## src/rtl/tl_ul_reg_bridge_pkg.sv

```systemverilog
// Shared TileLink-UL field widths, opcodes and FSM encoding for the MMIO register bridge.
package tl_ul_reg_bridge_pkg;

    localparam int TL_AW    = 32;
    localparam int TL_DW    = 32;
    localparam int TL_MW    = 4;
    localparam int TL_OPW   = 3;
    localparam int TL_PW    = 3;
    localparam int TL_SZW   = 3;
    localparam int TL_SRCW  = 8;
    localparam int TL_SINKW = 1;

    typedef enum logic [TL_OPW-1:0] {
        A_PUT_FULL    = 3'd0,
        A_PUT_PARTIAL = 3'd1,
        A_GET         = 3'd4
    } tl_a_op_e;

    typedef enum logic [TL_OPW-1:0] {
        D_ACCESS_ACK      = 3'd0,
        D_ACCESS_ACK_DATA = 3'd1
    } tl_d_op_e;

    typedef enum logic [1:0] {
        ST_IDLE  = 2'd0,
        ST_CHECK = 2'd1,
        ST_REQ   = 2'd2,
        ST_RESP  = 2'd3
    } state_e;

    // A request the register bus cannot legally carry is answered with denied=1.
    function automatic logic req_is_bad(input logic [TL_OPW-1:0] op,
                                        input logic [TL_SZW-1:0] size,
                                        input logic [1:0]        addr_lo,
                                        input logic              corrupt);
        logic is_put;
        logic is_get;
        logic misaligned;
        is_put     = (op == A_PUT_FULL) || (op == A_PUT_PARTIAL);
        is_get     = (op == A_GET);
        misaligned = ((size == 3'd1) && addr_lo[0]) ||
                     ((size == 3'd2) && (addr_lo != 2'b00));
        return !(is_put || is_get) || (size > 3'd2) || misaligned || (is_put && corrupt);
    endfunction

endpackage

```

## src/rtl/tl_ul_reg_bridge_if.sv

```systemverilog
// TL-UL A/D channels plus the req/ack register bus; 'slave' is the bridge's view,
// 'master' is the view of the core and peripherals that surround it.
interface tl_ul_reg_bridge_if
    import tl_ul_reg_bridge_pkg::*;
#(
    parameter int ADDR_WIDTH = 12
);
    logic [TL_OPW-1:0]   a_opcode;
    logic [TL_PW-1:0]    a_param;
    logic [TL_SZW-1:0]   a_size;
    logic [TL_SRCW-1:0]  a_source;
    logic [TL_AW-1:0]    a_address;
    logic [TL_MW-1:0]    a_mask;
    logic [TL_DW-1:0]    a_data;
    logic                a_corrupt;
    logic                a_valid;
    logic                a_ready;

    logic [TL_OPW-1:0]   d_opcode;
    logic [TL_PW-1:0]    d_param;
    logic [TL_SZW-1:0]   d_size;
    logic [TL_SRCW-1:0]  d_source;
    logic [TL_SINKW-1:0] d_sink;
    logic                d_denied;
    logic [TL_DW-1:0]    d_data;
    logic                d_corrupt;
    logic                d_valid;
    logic                d_ready;

    logic                  reg_req;
    logic                  reg_we;
    logic [ADDR_WIDTH-1:0] reg_addr;
    logic [3:0]            reg_wmask;
    logic [31:0]           reg_wdata;
    logic                  reg_ack;
    logic [31:0]           reg_rdata;
    logic                  reg_err;

    modport slave (
        input  a_opcode, a_param, a_size, a_source, a_address, a_mask, a_data, a_corrupt, a_valid,
        output a_ready,
        output d_opcode, d_param, d_size, d_source, d_sink, d_denied, d_data, d_corrupt, d_valid,
        input  d_ready,
        output reg_req, reg_we, reg_addr, reg_wmask, reg_wdata,
        input  reg_ack, reg_rdata, reg_err
    );

    modport master (
        output a_opcode, a_param, a_size, a_source, a_address, a_mask, a_data, a_corrupt, a_valid,
        input  a_ready,
        input  d_opcode, d_param, d_size, d_source, d_sink, d_denied, d_data, d_corrupt, d_valid,
        output d_ready,
        input  reg_req, reg_we, reg_addr, reg_wmask, reg_wdata,
        output reg_ack, reg_rdata, reg_err
    );
endinterface

```

## src/rtl/tl_ul_reg_bridge.sv

```systemverilog
// TL-UL slave for the MMIO window: one A message becomes one req/ack register access.
// Define TL_UL_REG_BRIDGE_TIMEOUT_EN to add a watchdog that denies unanswered requests.
module tl_ul_reg_bridge
    import tl_ul_reg_bridge_pkg::*;
#(
    parameter int ADDR_WIDTH     = 12,
    parameter int TIMEOUT_CYCLES = 255
) (
    input logic              clk,
    input logic              rst,
    tl_ul_reg_bridge_if.slave bus
);
    localparam int CNT_W = ($clog2(TIMEOUT_CYCLES + 1) > 8) ? $clog2(TIMEOUT_CYCLES + 1) : 8;
    localparam logic [CNT_W-1:0] TIMEOUT_LAST = CNT_W'(TIMEOUT_CYCLES - 1);

    state_e state_q, state_d;

    logic [TL_OPW-1:0]     opcode_q;
    logic [TL_SZW-1:0]     size_q;
    logic [TL_SRCW-1:0]    source_q;
    logic [ADDR_WIDTH-1:0] addr_q;
    logic [TL_MW-1:0]      mask_q;
    logic [TL_DW-1:0]      data_q;
    logic                  corrupt_q;
    logic [31:0]           rdata_q;
    logic                  denied_q;

    logic is_get;
    logic bad;
    logic timeout;

    assign is_get = (opcode_q == A_GET);
    assign bad    = req_is_bad(opcode_q, size_q, addr_q[1:0], corrupt_q);

`ifdef TL_UL_REG_BRIDGE_TIMEOUT_EN
    logic [CNT_W-1:0] cnt_q;

    // Held at zero outside REQ, so every REQ entry starts counting from zero.
    always_ff @(posedge clk or negedge rst) begin
        if (!rst)                  cnt_q <= '0;
        else if (state_q != ST_REQ) cnt_q <= '0;
        else                       cnt_q <= cnt_q + 1'b1;
    end

    assign timeout = (state_q == ST_REQ) && !bus.reg_ack && (cnt_q == TIMEOUT_LAST);
`else
    logic unused_timeout;
    assign unused_timeout = ^TIMEOUT_LAST;
    assign timeout        = 1'b0;
`endif

    // NOTE: sequential state uses non-blocking assignments so every flop samples pre-edge values.
    always_ff @(posedge clk or negedge rst) begin
        if (!rst) state_q <= ST_IDLE;
        else      state_q <= state_d;
    end

    // NOTE: state_d gets a default before the case, so no path leaves it unassigned (no latch).
    always_comb begin
        state_d = state_q;
        unique case (state_q)
            ST_IDLE:  if (bus.a_valid)                state_d = ST_CHECK;
            ST_CHECK: state_d = bad ? ST_RESP : ST_REQ;
            ST_REQ:   if (bus.reg_ack || timeout)     state_d = ST_RESP;
            ST_RESP:  if (bus.d_ready)                state_d = ST_IDLE;
            default:  state_d = ST_IDLE;
        endcase
    end

    always_ff @(posedge clk or negedge rst) begin
        if (!rst) begin
            opcode_q  <= '0;
            size_q    <= '0;
            source_q  <= '0;
            addr_q    <= '0;
            mask_q    <= '0;
            data_q    <= '0;
            corrupt_q <= 1'b0;
            rdata_q   <= '0;
            denied_q  <= 1'b0;
        end else begin
            unique case (state_q)
                ST_IDLE: if (bus.a_valid) begin
                    opcode_q  <= bus.a_opcode;
                    size_q    <= bus.a_size;
                    source_q  <= bus.a_source;
                    addr_q    <= bus.a_address[ADDR_WIDTH-1:0];
                    mask_q    <= bus.a_mask;
                    data_q    <= bus.a_data;
                    corrupt_q <= bus.a_corrupt;
                    rdata_q   <= '0;
                    denied_q  <= 1'b0;
                end
                ST_CHECK: denied_q <= bad;
                ST_REQ: begin
                    if (bus.reg_ack) begin
                        rdata_q  <= bus.reg_rdata;
                        denied_q <= bus.reg_err;
                    end else if (timeout) begin
                        denied_q <= 1'b1;
                    end
                end
                default: ;
            endcase
        end
    end

    assign bus.a_ready = (state_q == ST_IDLE);

    assign bus.reg_req   = (state_q == ST_REQ);
    assign bus.reg_we    = (state_q == ST_REQ) && !is_get;
    assign bus.reg_addr  = {addr_q[ADDR_WIDTH-1:2], 2'b00};
    assign bus.reg_wmask = is_get ? 4'hF : mask_q;
    assign bus.reg_wdata = data_q;

    assign bus.d_valid   = (state_q == ST_RESP);
    assign bus.d_opcode  = is_get ? D_ACCESS_ACK_DATA : D_ACCESS_ACK;
    assign bus.d_param   = '0;
    assign bus.d_size    = size_q;
    assign bus.d_source  = source_q;
    assign bus.d_sink    = '0;
    assign bus.d_denied  = denied_q;
    assign bus.d_data    = is_get ? rdata_q : '0;
    assign bus.d_corrupt = denied_q && is_get;

    logic unused_bits;
    assign unused_bits = ^{bus.a_param, bus.a_address[TL_AW-1:ADDR_WIDTH]};

endmodule

```

## src/flat_wrapper.sv

```systemverilog
// flat-port wrapper written by rule: the top's interface ports become plain ports
module tl_ul_reg_bridge_flat import tl_ul_reg_bridge_pkg::*;
#(
    parameter int ADDR_WIDTH     = 12,
    parameter int TIMEOUT_CYCLES = 255
)
  (clk, rst, bus_a_opcode, bus_a_param, bus_a_size, bus_a_source, bus_a_address, bus_a_mask, bus_a_data, bus_a_corrupt, bus_a_valid, bus_a_ready, bus_d_opcode, bus_d_param, bus_d_size, bus_d_source, bus_d_sink, bus_d_denied, bus_d_data, bus_d_corrupt, bus_d_valid, bus_d_ready, bus_reg_req, bus_reg_we, bus_reg_addr, bus_reg_wmask, bus_reg_wdata, bus_reg_ack, bus_reg_rdata, bus_reg_err);
  tl_ul_reg_bridge_if #(.ADDR_WIDTH(ADDR_WIDTH)) bus_i ();
  input logic clk;
  input logic rst;
  input wire logic [$bits(bus_i.a_opcode)-1:0] bus_a_opcode;
  input wire logic [$bits(bus_i.a_param)-1:0] bus_a_param;
  input wire logic [$bits(bus_i.a_size)-1:0] bus_a_size;
  input wire logic [$bits(bus_i.a_source)-1:0] bus_a_source;
  input wire logic [$bits(bus_i.a_address)-1:0] bus_a_address;
  input wire logic [$bits(bus_i.a_mask)-1:0] bus_a_mask;
  input wire logic [$bits(bus_i.a_data)-1:0] bus_a_data;
  input wire logic [$bits(bus_i.a_corrupt)-1:0] bus_a_corrupt;
  input wire logic [$bits(bus_i.a_valid)-1:0] bus_a_valid;
  output wire logic [$bits(bus_i.a_ready)-1:0] bus_a_ready;
  output wire logic [$bits(bus_i.d_opcode)-1:0] bus_d_opcode;
  output wire logic [$bits(bus_i.d_param)-1:0] bus_d_param;
  output wire logic [$bits(bus_i.d_size)-1:0] bus_d_size;
  output wire logic [$bits(bus_i.d_source)-1:0] bus_d_source;
  output wire logic [$bits(bus_i.d_sink)-1:0] bus_d_sink;
  output wire logic [$bits(bus_i.d_denied)-1:0] bus_d_denied;
  output wire logic [$bits(bus_i.d_data)-1:0] bus_d_data;
  output wire logic [$bits(bus_i.d_corrupt)-1:0] bus_d_corrupt;
  output wire logic [$bits(bus_i.d_valid)-1:0] bus_d_valid;
  input wire logic [$bits(bus_i.d_ready)-1:0] bus_d_ready;
  output wire logic [$bits(bus_i.reg_req)-1:0] bus_reg_req;
  output wire logic [$bits(bus_i.reg_we)-1:0] bus_reg_we;
  output wire logic [$bits(bus_i.reg_addr)-1:0] bus_reg_addr;
  output wire logic [$bits(bus_i.reg_wmask)-1:0] bus_reg_wmask;
  output wire logic [$bits(bus_i.reg_wdata)-1:0] bus_reg_wdata;
  input wire logic [$bits(bus_i.reg_ack)-1:0] bus_reg_ack;
  input wire logic [$bits(bus_i.reg_rdata)-1:0] bus_reg_rdata;
  input wire logic [$bits(bus_i.reg_err)-1:0] bus_reg_err;
  assign bus_i.a_opcode = bus_a_opcode;
  assign bus_i.a_param = bus_a_param;
  assign bus_i.a_size = bus_a_size;
  assign bus_i.a_source = bus_a_source;
  assign bus_i.a_address = bus_a_address;
  assign bus_i.a_mask = bus_a_mask;
  assign bus_i.a_data = bus_a_data;
  assign bus_i.a_corrupt = bus_a_corrupt;
  assign bus_i.a_valid = bus_a_valid;
  assign bus_a_ready = bus_i.a_ready;
  assign bus_d_opcode = bus_i.d_opcode;
  assign bus_d_param = bus_i.d_param;
  assign bus_d_size = bus_i.d_size;
  assign bus_d_source = bus_i.d_source;
  assign bus_d_sink = bus_i.d_sink;
  assign bus_d_denied = bus_i.d_denied;
  assign bus_d_data = bus_i.d_data;
  assign bus_d_corrupt = bus_i.d_corrupt;
  assign bus_d_valid = bus_i.d_valid;
  assign bus_i.d_ready = bus_d_ready;
  assign bus_reg_req = bus_i.reg_req;
  assign bus_reg_we = bus_i.reg_we;
  assign bus_reg_addr = bus_i.reg_addr;
  assign bus_reg_wmask = bus_i.reg_wmask;
  assign bus_reg_wdata = bus_i.reg_wdata;
  assign bus_i.reg_ack = bus_reg_ack;
  assign bus_i.reg_rdata = bus_reg_rdata;
  assign bus_i.reg_err = bus_reg_err;
  tl_ul_reg_bridge #(.ADDR_WIDTH(ADDR_WIDTH), .TIMEOUT_CYCLES(TIMEOUT_CYCLES)) u_core (.clk(clk), .rst(rst), .bus(bus_i));
endmodule
```

## config.mk

```make
export PLATFORM = sky130hd
export DESIGN_NAME = tl_ul_reg_bridge_flat
export DESIGN_NICKNAME = d
export VERILOG_FILES = /design/src/rtl/tl_ul_reg_bridge_pkg.sv /design/src/rtl/tl_ul_reg_bridge_if.sv /design/src/rtl/tl_ul_reg_bridge.sv /design/src/flat_wrapper.sv
export SDC_FILE = /design/constraint.sdc
export NUM_CORES = 1
export LEC_CHECK = 0
export CORE_MARGIN = 2
export CORE_UTILIZATION = 42
export CTS_CLUSTER_DIAMETER = 100
export DETAILED_ROUTE_END_ITERATION = 6
export GPL_TIMING_DRIVEN = 0
export PLACE_DENSITY = 0.86
export SKIP_CTS_REPAIR_TIMING = 1
export SYNTH_ARGS = -nofsm -noshare
export SYNTH_HDL_FRONTEND = slang
export SYNTH_SLANG_ARGS = --single-unit
```

## constraint.sdc

```tcl
create_clock -name clk -period 3.8 [get_ports clk]
set_input_delay 0.57 -clock clk [delete_from_list [all_inputs] [get_ports clk]]
set_output_delay 0.57 -clock clk [all_outputs]
set_load 0.005 [all_outputs]
```

==> flow_summary.toml <==
[cells_and_area]
n_fill_cell = 749
insertedDiodeCount = 0
area_growth_pct = 56.7
final_cells = 651
drive_gt1_frac = 0.237
final_nets = 641
fin_area_sq_um = 6540

[floorplan]
core_sq_um = 9730
die_w_microns = 104
dieArea_sq_um = 10700
start_util = 0.429
fp.dieH_microns = 104
io_pins = 228
fp-row-count = 36

[yosys]
syn_area_sq_um = 4170
yosysSeqAreaShare = 0.588
yosysWarnings = 0
ys_ff_latch = 98
syn_inst = 298
avgSynthCellArea_sq_um = 14.0
synth_cell_types = 30

[setup_path]
critPathLaunch = "u_core.opcode_q[0]"
cp_data_required_time_ns = 3.23
endpoint_kind = "output pin"
crit_buf_inv = 3
crit_type = "reg2out"
max_stage_delay_ns = 0.51
cp_slowest_cell = "clkdlybuf4s50_1"
cp_max_fo = 10
cp_cell_sequence = "nor3b_2 -> clkbuf_2 -> clkbuf_2 -> and2_1 -> clkdlybuf4s50_1"
cp_common_cell = "clkbuf_2"
arrival_ns = 2.26
path_delay_family = "buffers and inverters"
reg2reg_from = "u_core.state_q[0]"
critPathLaunchType = "flop"

[global_route]
grt_max_degree = 51
grt_pass1_vias = 3326
track_usage = 0.194
grt_pass1_wl_mm = 16.5
overflow = 0
antenna_found_initial = 0

[timing]
setup_viol = 0
fmax_mhz = 353
setup_ws_ns = 0.966
fin_hold_ws_ns = 0.237
slew_headroom = 0.568
worstMarginPinSlew_ns = 0.648
fin_crit_sh = 0.746
skew_ns = 0.00594
timing_hold_violations_final = 0
min_period_ns = 2.83
fin_tns_setup_ns = 0
drv_slew = 0
rsz0062_at_grt = "false"

[clocking]
cts_sinks = 98
clockRootBuffer = "clkbuf_8"
path_clk_slew_ns = 0.09
clk_latency_ns = 0.35
cts_made_buffers = 9
ctsLongestPathBuffers = 2
cts.htree.levels = 3
cts_tree = "yes"

[detailed_routing]
drtAntennaViolNets = 0
wl_per_cell_microns = 15.9
dr.pass1.iters = 4
drt_iter0_markers = 63
drc = 0
vias_per_cell = 4.74
wl_mm = 10.4
num_vias = 3086

[power]
irDropWorstVdd_uv = 420
p_leak_nw = 2.86
power.density_nw_per_um2 = 725

[outcome]
status = "finished clean"

[min_path]
hold_path_class = "in2async"

[placement]
io_buffers = 196
placed_area_sq_um = 6350
gp_congestion = 0.783
dpl_worst_slack_ns = 1.28
hpwl_mm = 8.07
place_inst = 635

[job]
cap_violations = 0
==> placed cells by master, fill, tap and decap left out, types with 2 or more instances in the layout <==
cell type | netlist | final
nor2_1 | 4 | 4
clkinv_2 | 0 | 4
nor2_2 | 2 | 2
buf_6 | 9 | 9
a22o_1 | 32 | 32
mux2_2 | 63 | 63
nor2b_1 | 2 | 2
nand3_1 | 2 | 2
clkbuf_2 | 2 | 2
inv_1 | 2 | 2
clkdlybuf4s50_1 | 0 | 195
conb_1 | 1 | 8
nand2_1 | 2 | 2
ha_1 | 4 | 4
buf_4 | 19 | 20
nor3_1 | 3 | 3
clkbuf_8 | 0 | 9
or2_2 | 4 | 4
and2_1 | 33 | 33
dfrtp_1 | 98 | 98
clkbuf_1 | 2 | 3
buf_2 | 3 | 3
==> power breakdown <==
part	leakage (nW)	internal [mW]	switching, mW
Sequential	1.21	1.57	0.277
Combinational	1.55	1.47	0.776
Clock	0.0958	0.300	0.345
==> sequential cells by signal, summed over array words and instances, names as in the netlist, 2 cells and up <==
name                  cells
u_core.bus.reg_wdata     32
u_core.rdata_q           32
u_core.addr_q            12
u_core.bus.d_source       8
u_core.mask_q             4
u_core.bus.d_size         3
u_core.opcode_q           3
u_core.state_q            2
==> synth_stat cells <==
cell | instances | area share
a31oi_1 | 1 | 0.0015
clkbuf_1 | 2 | 0.0018
nor2b_1 | 2 | 0.0030
dfrtp_1 | 98 | 0.59
nand2_1 | 2 | 0.0018
clkbuf_2 | 2 | 0.0024
or2_2 | 4 | 0.0060
o21ai_2 | 1 | 0.0021
buf_4 | 19 | 0.034
o21ai_0 | 1 | 0.0012
and2b_1 | 1 | 0.0018
conb_1 | 1 | 0.00090
mux2_2 | 63 | 0.17
buf_6 | 9 | 0.024
nand2_2 | 1 | 0.0015
and2_1 | 33 | 0.049
a21oi_1 | 1 | 0.0012
nor3b_2 | 1 | 0.0030
ha_1 | 4 | 0.012
mux2i_1 | 1 | 0.0024
buf_2 | 3 | 0.0036
o211ai_1 | 1 | 0.0018
nand3_1 | 2 | 0.0024
a2111oi_0 | 1 | 0.0021
nor3_1 | 3 | 0.0036
and2b_4 | 1 | 0.0024
nor2_1 | 4 | 0.0036
inv_1 | 2 | 0.0018
a22o_1 | 32 | 0.067
nor2_2 | 2 | 0.0030
==> stage by stage <==
step	utilization	total power, mW
2_1_floorplan	-	2.94
3_5_place_dp	0.653	4.14
3_3_place_gp	0.650	4.03
5_1_grt	0.672	5.04
6_report	0.672	4.74
4_1_cts	0.672	4.80
==> final cells by class <==
class                      count  area, sq um  area share
buffer                        35          277      0.0423
clock buffer                  10          128      0.0195
clock inverter                 6         57.6     0.00881
inverter                       2         7.51     0.00115
multi-input combinational    170         1460       0.224
sequential                    98         2450       0.375
tap                          133          166      0.0255
timing repair buffer         197         1990       0.304
==> layer usage <==
| layer | vias to the layer above | share of wire | GRT usage |
|---|---|---|---|
| li1 | 1437 | - | - |
| met1 | 1512 | 0.40 | 0.221 |
| met2 | 123 | 0.52 | 0.351 |
| met3 | 14 | 0.061 | 0.0466 |
| met4 | 0 | 0.018 | 0.0724 |
| met5 | - | 0 | 0 |
==> cell families (layout without fill, tap and decap cells) <==
logic type	Yosys count	count (layout)	synth area share
DFF	98	98	0.588
and+or+nand+nor	56	56	0.0816
buffers and inverters	37	250	0.0681
other	1	8	0.000899
adders and majority gates	4	4	0.0120
AOI/OAI and AO/OA	38	38	0.0771
muxes	64	64	0.172
==> path summary, 6_finish.rpt <==
path / end / slack, ns / cells after the start
worst max-delay path: bus_d_data[14] / 0.97 / 5
worst min-delay path: u_core.addr_q[8] / 0.24 / 1
worst max register to register: u_core.rdata_q[29] / 2.03 / 7
worst min register to register: u_core.rdata_q[19] / 0.50 / 1
max in group asynchronous: u_core.bus.reg_wdata[16] / 2.91 / 2
min in group clk: u_core.rdata_q[19] / 0.50 / 1
Note: power is estimated with default switching activity, not from simulation.
